--- config.mk ---
export PLATFORM = sky130hd
export DESIGN_NAME = seq_magnitude_comparator
export DESIGN_NICKNAME = d
export VERILOG_FILES = /design/src/rtl/seq_magnitude_comparator.sv
export SDC_FILE = /design/constraint.sdc
export NUM_CORES = 1
export LEC_CHECK = 0
export CORE_MARGIN = 3
export CORE_UTILIZATION = 44
export CTS_CLUSTER_SIZE = 40
export DETAILED_ROUTE_END_ITERATION = 7
export PLACE_DENSITY = 0.71
export SLEW_MARGIN = 10
export SYNTH_ARGS = -nofsm -noshare
export SYNTH_HDL_FRONTEND = slang
export SYNTH_SLANG_ARGS = --single-unit
--- constraint.sdc ---
create_clock -name clk -period 7.3 [get_ports clk]
set_clock_uncertainty 0.1 [all_clocks]
set_input_delay 1.095 -clock clk [delete_from_list [all_inputs] [get_ports clk]]
set_output_delay 1.095 -clock clk [all_outputs]
set_load 0.05 [all_outputs]
--- src/rtl/seq_magnitude_comparator.sv ---
// Multi-cycle unsigned/signed magnitude comparator. Scans DIGIT bits per cycle, MSB chunk first.
// Define SEQ_COMPARATOR_EARLY_EXIT_EN to finish on the first differing chunk.
module seq_magnitude_comparator #(
  parameter int WIDTH = 16,
  parameter int DIGIT = 4
) (
  input  logic             clk,
  input  logic             rst,
  input  logic             in_valid,
  output logic             in_ready,
  input  logic [WIDTH-1:0] a,
  input  logic [WIDTH-1:0] b,
  input  logic             signed_mode,
  output logic             out_valid,
  input  logic             out_ready,
  output logic             eq,
  output logic             gt,
  output logic             lt
);

  localparam int NCHUNK = WIDTH / DIGIT;
  localparam int IDXW   = (NCHUNK > 1) ? $clog2(NCHUNK) : 1;
  localparam logic [IDXW-1:0] LAST_IDX = IDXW'(NCHUNK - 1);

  typedef enum logic [1:0] {IDLE, SCAN, DONE} state_t;

  state_t            r_state;
  logic [WIDTH-1:0]  r_a;
  logic [WIDTH-1:0]  r_b;
  logic              r_signed;
  logic [IDXW-1:0]   r_idx;
  logic              r_decided;
  logic              r_dec_gt;
  logic              r_dec_lt;
  logic              r_out_valid;
  logic              r_eq;
  logic              r_gt;
  logic              r_lt;

  logic [DIGIT-1:0]  w_chunk_a;
  logic [DIGIT-1:0]  w_chunk_b;
  logic [DIGIT-1:0]  w_flip;
  logic              w_differ;
  logic              w_gt_next;
  logic              w_lt_next;
  logic              w_finish;

  // Signed compare: flipping the sign bit of the top chunk maps two's complement onto unsigned order.
  // NOTE: every always_comb output gets a default first so no path can infer a latch.
  always_comb begin
    w_flip    = DIGIT'(r_signed && (r_idx == LAST_IDX)) << (DIGIT - 1);
    w_chunk_a = r_a[int'(r_idx)*DIGIT +: DIGIT] ^ w_flip;
    w_chunk_b = r_b[int'(r_idx)*DIGIT +: DIGIT] ^ w_flip;
    w_differ  = (w_chunk_a != w_chunk_b);
    w_gt_next = r_dec_gt;
    w_lt_next = r_dec_lt;
    if (!r_decided && w_differ) begin
      w_gt_next = (w_chunk_a > w_chunk_b);
      w_lt_next = (w_chunk_a < w_chunk_b);
    end
  end

`ifdef SEQ_COMPARATOR_EARLY_EXIT_EN
  assign w_finish = (r_idx == '0) || (!r_decided && w_differ);
`else
  assign w_finish = (r_idx == '0);
`endif

  assign in_ready  = (r_state == IDLE);
  assign out_valid = r_out_valid;
  assign eq        = r_eq;
  assign gt        = r_gt;
  assign lt        = r_lt;

  // NOTE: sequential state uses non-blocking assignments so every register samples pre-edge values.
  always_ff @(posedge clk) begin
    if (rst) begin
      r_state     <= IDLE;
      r_out_valid <= 1'b0;
      r_eq        <= 1'b0;
      r_gt        <= 1'b0;
      r_lt        <= 1'b0;
      r_decided   <= 1'b0;
      r_dec_gt    <= 1'b0;
      r_dec_lt    <= 1'b0;
      r_idx       <= '0;
    end else begin
      case (r_state)
        IDLE: begin
          if (in_valid) begin
            r_state   <= SCAN;
            r_idx     <= LAST_IDX;
            r_decided <= 1'b0;
            r_dec_gt  <= 1'b0;
            r_dec_lt  <= 1'b0;
          end
        end
        SCAN: begin
          r_idx    <= r_idx - 1'b1;
          r_dec_gt <= w_gt_next;
          r_dec_lt <= w_lt_next;
          if (w_differ) r_decided <= 1'b1;
          if (w_finish) begin
            r_state     <= DONE;
            r_out_valid <= 1'b1;
            r_gt        <= w_gt_next;
            r_lt        <= w_lt_next;
            r_eq        <= ~w_gt_next & ~w_lt_next;
          end
        end
        DONE: begin
          if (out_ready) begin
            r_state     <= IDLE;
            r_out_valid <= 1'b0;
            r_eq        <= 1'b0;
            r_gt        <= 1'b0;
            r_lt        <= 1'b0;
          end
        end
        default: r_state <= IDLE;
      endcase
    end
  end

  // NOTE: operand registers carry no reset; they are only read after a capture in IDLE.
  always_ff @(posedge clk) begin
    if (r_state == IDLE && in_valid && !rst) begin
      r_a      <= a;
      r_b      <= b;
      r_signed <= signed_mode;
    end
  end

endmodule

==> results of run 1 <==
-- kinds of logic after synthesis --
| kind of cell | after synthesis |
|---|---|
| flops | 44 |
| simple gates | 31 |
| compound gates | 19 |
| buf+inv | 12 |
| mux | 8 |
| fa+ha+maj | 6 |
| xor+xnor | 2 |
-- final timing paths --
kind	to	slack (ps)	depth (start not counted)
setup / recovery	in_ready	4340	2
hold / removal	r_dec_lt	390	2
setup reg to reg	gt	4420	7
hold reg to reg	r_dec_lt	390	2
-- worst min-delay path: stages (launching register included) --
cell and delay, ps:
sky130_fd_sc_hd__dfxtp_1 330, sky130_fd_sc_hd__nand2_1 70, sky130_fd_sc_hd__o41ai_1 60
-- metrics by stage --
stage / instance area [sq um] / instances / setup WS [ps]
6_report: 2447 / 217 / 4341
5_1_grt: 2447 / 217 / 4156
4_1_cts: 2447 / 217 / 4321
3_5_place_dp: 2340 / 209 / 4340
3_3_place_gp: 2340 / 209 / 4411
2_1_floorplan: 1896 / 122 / 1923
-- metal layers --
layer	routed length [um]	GRT usage (%)
met2	1667	23.47
met1	1373	17.76
met4	42	5.846
met5	0	0
met3	208	4.208
-- sequential cells by signal (all words and copies together), names as in the netlist --
name,count
r_idx,2
lt,1
r_a,16
gt,1
out_valid,1
r_decided,1
r_b,16
eq,1
r_dec_gt,1
r_dec_lt,1
r_signed,1
r_state,2
-- report_power, final --
part / switching [W] / total, W / internal, W
combinational: 0.0000549 / 0.000111 / 0.0000565
clock: 0.0000773 / 0.000179 / 0.000102
sequential: 0.0000155 / 0.000303 / 0.000287
-- cell type report --
type | count | area [sq um]
fillers | 317 | 1639
flip-flops and latches | 44 | 1211
multi-input cells | 66 | 621.8
repair buffers | 42 | 417.9
clock buffers | 6 | 72.57
well taps | 50 | 62.56
clock inverters | 2 | 35.03
inverters | 7 | 26.28
-- layout by cell type (no fill, tap or decap), types with 2 or more instances in the layout --
master / instances
sky130_fd_sc_hd__a211oi_1: 2
sky130_fd_sc_hd__nand2b_1: 3
sky130_fd_sc_hd__edfxtp_1: 33
sky130_fd_sc_hd__a21oi_1: 7
sky130_fd_sc_hd__mux4_2: 2
sky130_fd_sc_hd__clkdlybuf4s50_1: 41
sky130_fd_sc_hd__nor2_1: 9
sky130_fd_sc_hd__nand2_1: 5
sky130_fd_sc_hd__a2111oi_0: 2
sky130_fd_sc_hd__inv_1: 7
sky130_fd_sc_hd__nor3_1: 2
sky130_fd_sc_hd__mux4_1: 6
sky130_fd_sc_hd__clkbuf_8: 5
sky130_fd_sc_hd__dfxtp_1: 11
sky130_fd_sc_hd__ha_1: 6
==> impl_metrics.csv, run 1 <==
group,metric,value,unit
job,drv_cap,0,
min_path,holdCritStartpoint,"r_dec_lt",
global_route,antenna_found_initial,0,
power_and_ir_drop,power.leakage,0.9007,nW
synthesis,synthCells,122,
timing,rsz0062_at_grt,"no",
clock_network,worst_setup_hold_path_clk_slew,80,ps
power_and_ir_drop,powerDensity,242.2,mW/mm^2
synthesis,synth_area_per_cell,15.54,sq um
synthesis,yosys_register_bits,44,
setup_path,worst_setup_path_start_kind,"flip-flop",
drt,initial_detailed_routing_violation_count,136,
synthesis,multiplexer_area_fraction_after_synthesis,10.69,%
drt,postRouteWirelength,3.292,mm
synthesis,synth-adder-area-share,3.960,%
synthesis,synth_area,0.001896,sq mm
placement,port_buffers,41,
clock_network,clk_root_buffer_cell,"sky130_fd_sc_hd__clkbuf_8",
setup_path,critPathMaxFanout,12,
synthesis,synthesis.nets,165,
setup_path,crit_start,"r_state[0]",
power_and_ir_drop,finalPower,0.0005929,W
synthesis,yosysSeqAreaShare,63.89,%
synthesis,yosys.area.top_type,"sky130_fd_sc_hd__edfxtp_1",
synthesis,synth_xor_xnor_area_share,0.9241,%
drt,wire_per_inst,15.17,um
timing,slew_viol_final,0,
synthesis,ys_warn_count,0,
timing,finalSetupTns,0,ps
floorplan,design.die.area,0.005132,sq mm
synthesis,synth_top_flop_cell,"sky130_fd_sc_hd__edfxtp_1",
global_route,grt_remaining_overflow,0,
timing,period_share,40.54,%
floorplan,die_y,71.64,um
clock_network,clk_latency,290,ps
clock_network,clock_sinks,44,
setup_path,path_delay_family,"buffers and inverters",
synthesis,post_synth_and_or_nand_nor_area_fraction,9.373,%
timing,final.min_clock_period,2959,ps
synthesis,synth.most_common_cell,"sky130_fd_sc_hd__edfxtp_1",
floorplan,dieWidth,71.64,um
placement,dp_hpwl,2.444,mm
timing,final-hold-violation-count,0,
synthesis,post_synth_most_frequent_cells,"sky130_fd_sc_hd__edfxtp_1, sky130_fd_sc_hd__dfxtp_1, sky130_fd_sc_hd__nor2_1",
layout,areaGrowthSynthToFinish,29.11,%
min_path,worstHoldPathType,"reg2reg",
setup_path,worst-setup-path-type,"reg2out",
setup_path,arrival,1760,ps
global_route,grt_max_degree,34,
global_route,grt_resource_usage_total,14.30,%
timing,hold_ws,393.9,ps
synthesis,number_of_enable_type_register_cells_in_the_synthesized_netlist,33,
floorplan,ioPinCount,42,
clock_network,cts_repair_resize_count,0,
drt,firstDrtPassIters,4,
clock_network,max-clock-path-buffers,2,
layout,nNetsFinal,209,
layout,drive_gt1_share,8.383,%
floorplan,core_region_area,0.004086,sq mm
synthesis,synth_top_family_by_area,"multiplexers",
timing,finalSetupViolations,0,
clock_network,tritoncts,"built",
drt,drt_drc_violations_left,0,
placement,gp_congestion,0.7747,
layout,postLayoutCoreUtil,59.89,%
setup_path,reg2reg_from,"r_idx[0]",
setup_path,critical-path-slowest-cell,"sky130_fd_sc_hd__clkdlybuf4s50_1",
floorplan,floorplan.initialDensity,46.39,%
drt,postRouteAntennaNets,0,
synthesis,ys_async_sr_fraction,0,%
synthesis,synth.area.top_cells,"sky130_fd_sc_hd__edfxtp_1, sky130_fd_sc_hd__dfxtp_1, sky130_fd_sc_hd__mux4_1",
clock_network,post_cts_buffers,0,
clock_network,cts-hold-fix-buffers,0,
global_route,grt_pass1_wl,5.671,mm
timing,slew-limit-headroom,59.31,%
clock_network,cts_buffers,5,
drt,routed-via-count,1170,
clock_network,clock_tree.htree_level_count,2,
floorplan,fp-row-count,23,
setup_path,worstPathBufferInverterCount,1,
outcome,outcome,"finished, final reports clean",
synthesis,synth_compound_area_share,7.525,%
synthesis,netlist-cell-type-count,38,
setup_path,crit_path_end_kind,"output pin",
synthesis,netlist.area_leader.share,52.28,%
global_route,grt_pass1_vias,1243,
setup_path,cp_data_required_time,6110,ps
power_and_ir_drop,vdd.ir_drop.worst,0.0001471,V
layout,antenna-diode-count,0,
timing,max_slew.worst_pin.slew,609.5,ps
setup_path,timing.critical_path.cells,"nor2_2, clkdlybuf4s50_1",
drt,routed_via_count_divided_by_cell_count,5.392,
setup_path,cpPeakStageDelay,820,ps
timing,max_freq,337.9,MHz
Note: power is estimated with default switching activity, not from simulation.
==> run 2, diff against run 1 <==
--- a/config.mk
+++ b/config.mk
@@ -9,7 +9,7 @@
 export CORE_UTILIZATION = 44
 export CTS_CLUSTER_SIZE = 40
 export DETAILED_ROUTE_END_ITERATION = 7
-export PLACE_DENSITY = 0.71
+export PLACE_DENSITY = 0.74
 export SLEW_MARGIN = 10
 export SYNTH_ARGS = -nofsm -noshare
 export SYNTH_HDL_FRONTEND = slang
==> constraint.sdc (replaced) <==
create_clock -name clk -period 2.55 [get_ports clk]
set_clock_uncertainty 0.1 [all_clocks]
set_input_delay 0.3825 -clock clk [delete_from_list [all_inputs] [get_ports clk]]
set_output_delay 0.3825 -clock clk [all_outputs]
set_load 0.05 [all_outputs]
==> run 2 against run 1 <==
Effect of this change: combinational power grew to 3.2 times the previous value; clock-buffer cell count down 1; highest routed layer unchanged; core utilization grew 2.1 points; setup slack worse by 4200 ps; power grew to 3.1 times the previous value.
==> impl_metrics.csv, run 2 (same netlist as run 1, synthesis figures left out) <==
group,metric,value,unit
timing,final.min_clock_period,2397,ps
power_and_ir_drop,combinational_share_of_power,19.7,%
layout,nNetsFinal,213,
power_and_ir_drop,vdd.ir_drop.worst,0.0003418,V
min_path,holdCritStartpoint,"r_dec_lt",
layout,antenna-diode-count,0,
power_and_ir_drop,p_clk_share,33.0,%
global_route,grt_remaining_overflow,0,
timing,slew_viol_final,0,
timing,max_slew.worst_pin.slew,527.2,ps
min_path,timing.hold.worst_endpoint,"r_dec_lt",
placement,gp_congestion,0.7775,
setup_path,worst-setup-path-type,"reg2reg",
drt,wire_per_inst,14.71,um
setup_path,crit_path_end_kind,"flip-flop",
floorplan,die_y,71.64,um
power_and_ir_drop,seqPwrFrac,47.3,%
drt,firstDrtPassIters,4,
floorplan,core_region_area,0.004086,sq mm
drt,drt_drc_violations_left,0,
min_path,hold_path_depth,2,
drt,postRouteWirelength,3.236,mm
job,drv_cap,0,
setup_path,reg2reg_from,"r_idx[0]",
power_and_ir_drop,p_sw_share,23.17,%
global_route,grt_pass1_vias,1265,
clock_network,cts_buffers,5,
setup_path,worstPathBufferInverterCount,1,
setup_path,critPathMaxFanout,10,
global_route,grt_resource_usage_total,14.15,%
timing,finalSetupViolations,0,
placement,dp_hpwl,2.434,mm
drt,routed-via-count,1138,
drt,postRouteAntennaNets,0,
clock_network,clock_sinks,44,
layout,layout.cells.most_common_list,"sky130_fd_sc_hd__clkdlybuf4s50_1, sky130_fd_sc_hd__edfxtp_1, sky130_fd_sc_hd__dfxtp_1, sky130_fd_sc_hd__nor2_1",
power_and_ir_drop,power.leakage,0.9426,nW
setup_path,arrival,2470,ps
floorplan,dieWidth,71.64,um
setup_path,worst_setup_path_start_kind,"flip-flop",
placement,port_buffers,41,
floorplan,floorplan.initialDensity,46.39,%
power_and_ir_drop,power_switching,0.0004196,W
floorplan,ioPinCount,42,
drt,routed_via_count_divided_by_cell_count,5.173,
setup_path,crit_start,"r_idx[0]",
min_path,worstHoldPathType,"reg2reg",
timing,rsz0062_at_grt,"no",
setup_path,timing.critical_path.cells,"buf_8, mux4_1, ha_1, nand4_1, nand2b_1, and3_1, a211o_1",
timing,max_freq,417.2,MHz
layout,fillerInstances,306,
outcome,outcome,"finished, final reports clean",
clock_network,cts-hold-fix-buffers,0,
floorplan,fp-row-count,23,
setup_path,rr_endpoint,"gt",
power_and_ir_drop,internal_power,0.001391,W
timing,finalWorstSetupSlack,153.2,ps
layout,seq_area,0.001215,sq mm
clock_network,tritoncts,"built",
global_route,grt_max_degree,34,
global_route,antenna_found_initial,0,
placement,pre_cts_ws,30.66,ps
clock_network,clock_tree.htree_level_count,2,
setup_path,ff2ff_setup_slack,150,ps
timing,period_share,93.99,%
timing,finalSetupTns,0,ps
setup_path,path_delay_family,"multiplexers",
setup_path,worstRegToRegCells,7,
setup_path,cp_data_required_time,2630,ps
global_route,grt_pass1_wl,5.651,mm
clock_network,clk_latency,290,ps
clock_network,clk_root_buffer_cell,"sky130_fd_sc_hd__clkbuf_8",
layout,top_regs,"r_a x16, r_b x16",
power_and_ir_drop,powerDensity,714.4,mW/mm^2
clock_network,worst_setup_hold_path_clk_slew,70,ps
layout,areaGrowthSynthToFinish,33.73,%
layout,multiInputGateArea,634.4,sq um
setup_path,critical-path-slowest-cell,"sky130_fd_sc_hd__mux4_1",
drt,initial_detailed_routing_violation_count,61,
layout,drive_gt1_share,12.35,%
setup_path,cpPeakStageDelay,570,ps
timing,slew-limit-headroom,64.48,%
timing,final-hold-violation-count,0,
floorplan,design.die.area,0.005132,sq mm
layout,mostFrequentLayoutCell,"sky130_fd_sc_hd__clkdlybuf4s50_1",
clock_network,max-clock-path-buffers,2,
## run 2: cell count changes in the layout (fill, tap and decap cells not counted), sizes merged
| cell | delta |
|---|---|
| bufinv | +1 |
| clkinv | -1 |
| buf | +4 |
| clkbuf | -1 |
## run 2: final cells by class
cell class / count / area share, %
clock buffer: 5 / 2.715
multi-input combinational: 66 / 25.02
sequential: 44 / 47.93
clock inverter: 2 / 2.369
timing repair buffer: 46 / 18.46
inverter: 7 / 1.037
tap: 50 / 2.468
## run 2: stage by stage
step           area (sq um)  hold slack [ps]  total power [W]  instances  util, %
2_1_floorplan          1911            342.1         0.001087        122        -
3_3_place_gp           2384            356.9         0.001194        212    58.33
3_5_place_dp           2384            384.1         0.001211        212    58.33
4_1_cts                2512            394.7         0.001817        219    61.48
5_1_grt                2535            428.0         0.001906        220    62.03
6_report               2535            401.8         0.001811        220    62.03
## run 2: what timing repair did
| item | in CTS | in global routing |
|---|---|---|
| setup buffers | 0 | 1 |
| resized for setup | 0 | 6 |
| setup endpoints to repair | 0 | 5 |
## run 2: how the worst max path moves through the flow
stage	to	slack (ps)	cells after the start
after detailed placement	gt	30	7
after floorplan	gt	190	8
final	gt	150	7
after global routing	gt	20	7
after CTS	gt	30	7
after global placement	gt	160	7
## run 2: power groups by stage
| stage | Clock (W) | Sequential (W) | Combinational, W |
|---|---|---|---|
| 6_report | 0.000598 | 0.000856 | 0.000357 |
| 5_1_grt | 0.000652 | 0.000862 | 0.000392 |
| 4_1_cts | 0.000618 | 0.000854 | 0.000344 |
| 3_5_place_dp | 0 | 0.000871 | 0.000340 |
| 3_3_place_gp | 0 | 0.000867 | 0.000327 |
| 2_1_floorplan | 0 | 0.000877 | 0.000209 |
## run 2: layer usage
| metal | up-vias | track usage [%] | share of wire [%] |
|---|---|---|---|
| met4 | 0 | 4.593 | 1.1 |
| met1 | 528 | 17.29 | 42 |
| li1 | 566 | - | - |
| met5 | - | 0 | 0 |
| met2 | 39 | 23.88 | 51 |
| met3 | 5 | 4.488 | 5.7 |
## run 2: worst min-delay path, cell delays in order (launching register included)
cell                      delay [ps]
sky130_fd_sc_hd__dfxtp_1         330
sky130_fd_sc_hd__nand2_1          70
sky130_fd_sc_hd__o41ai_2          60
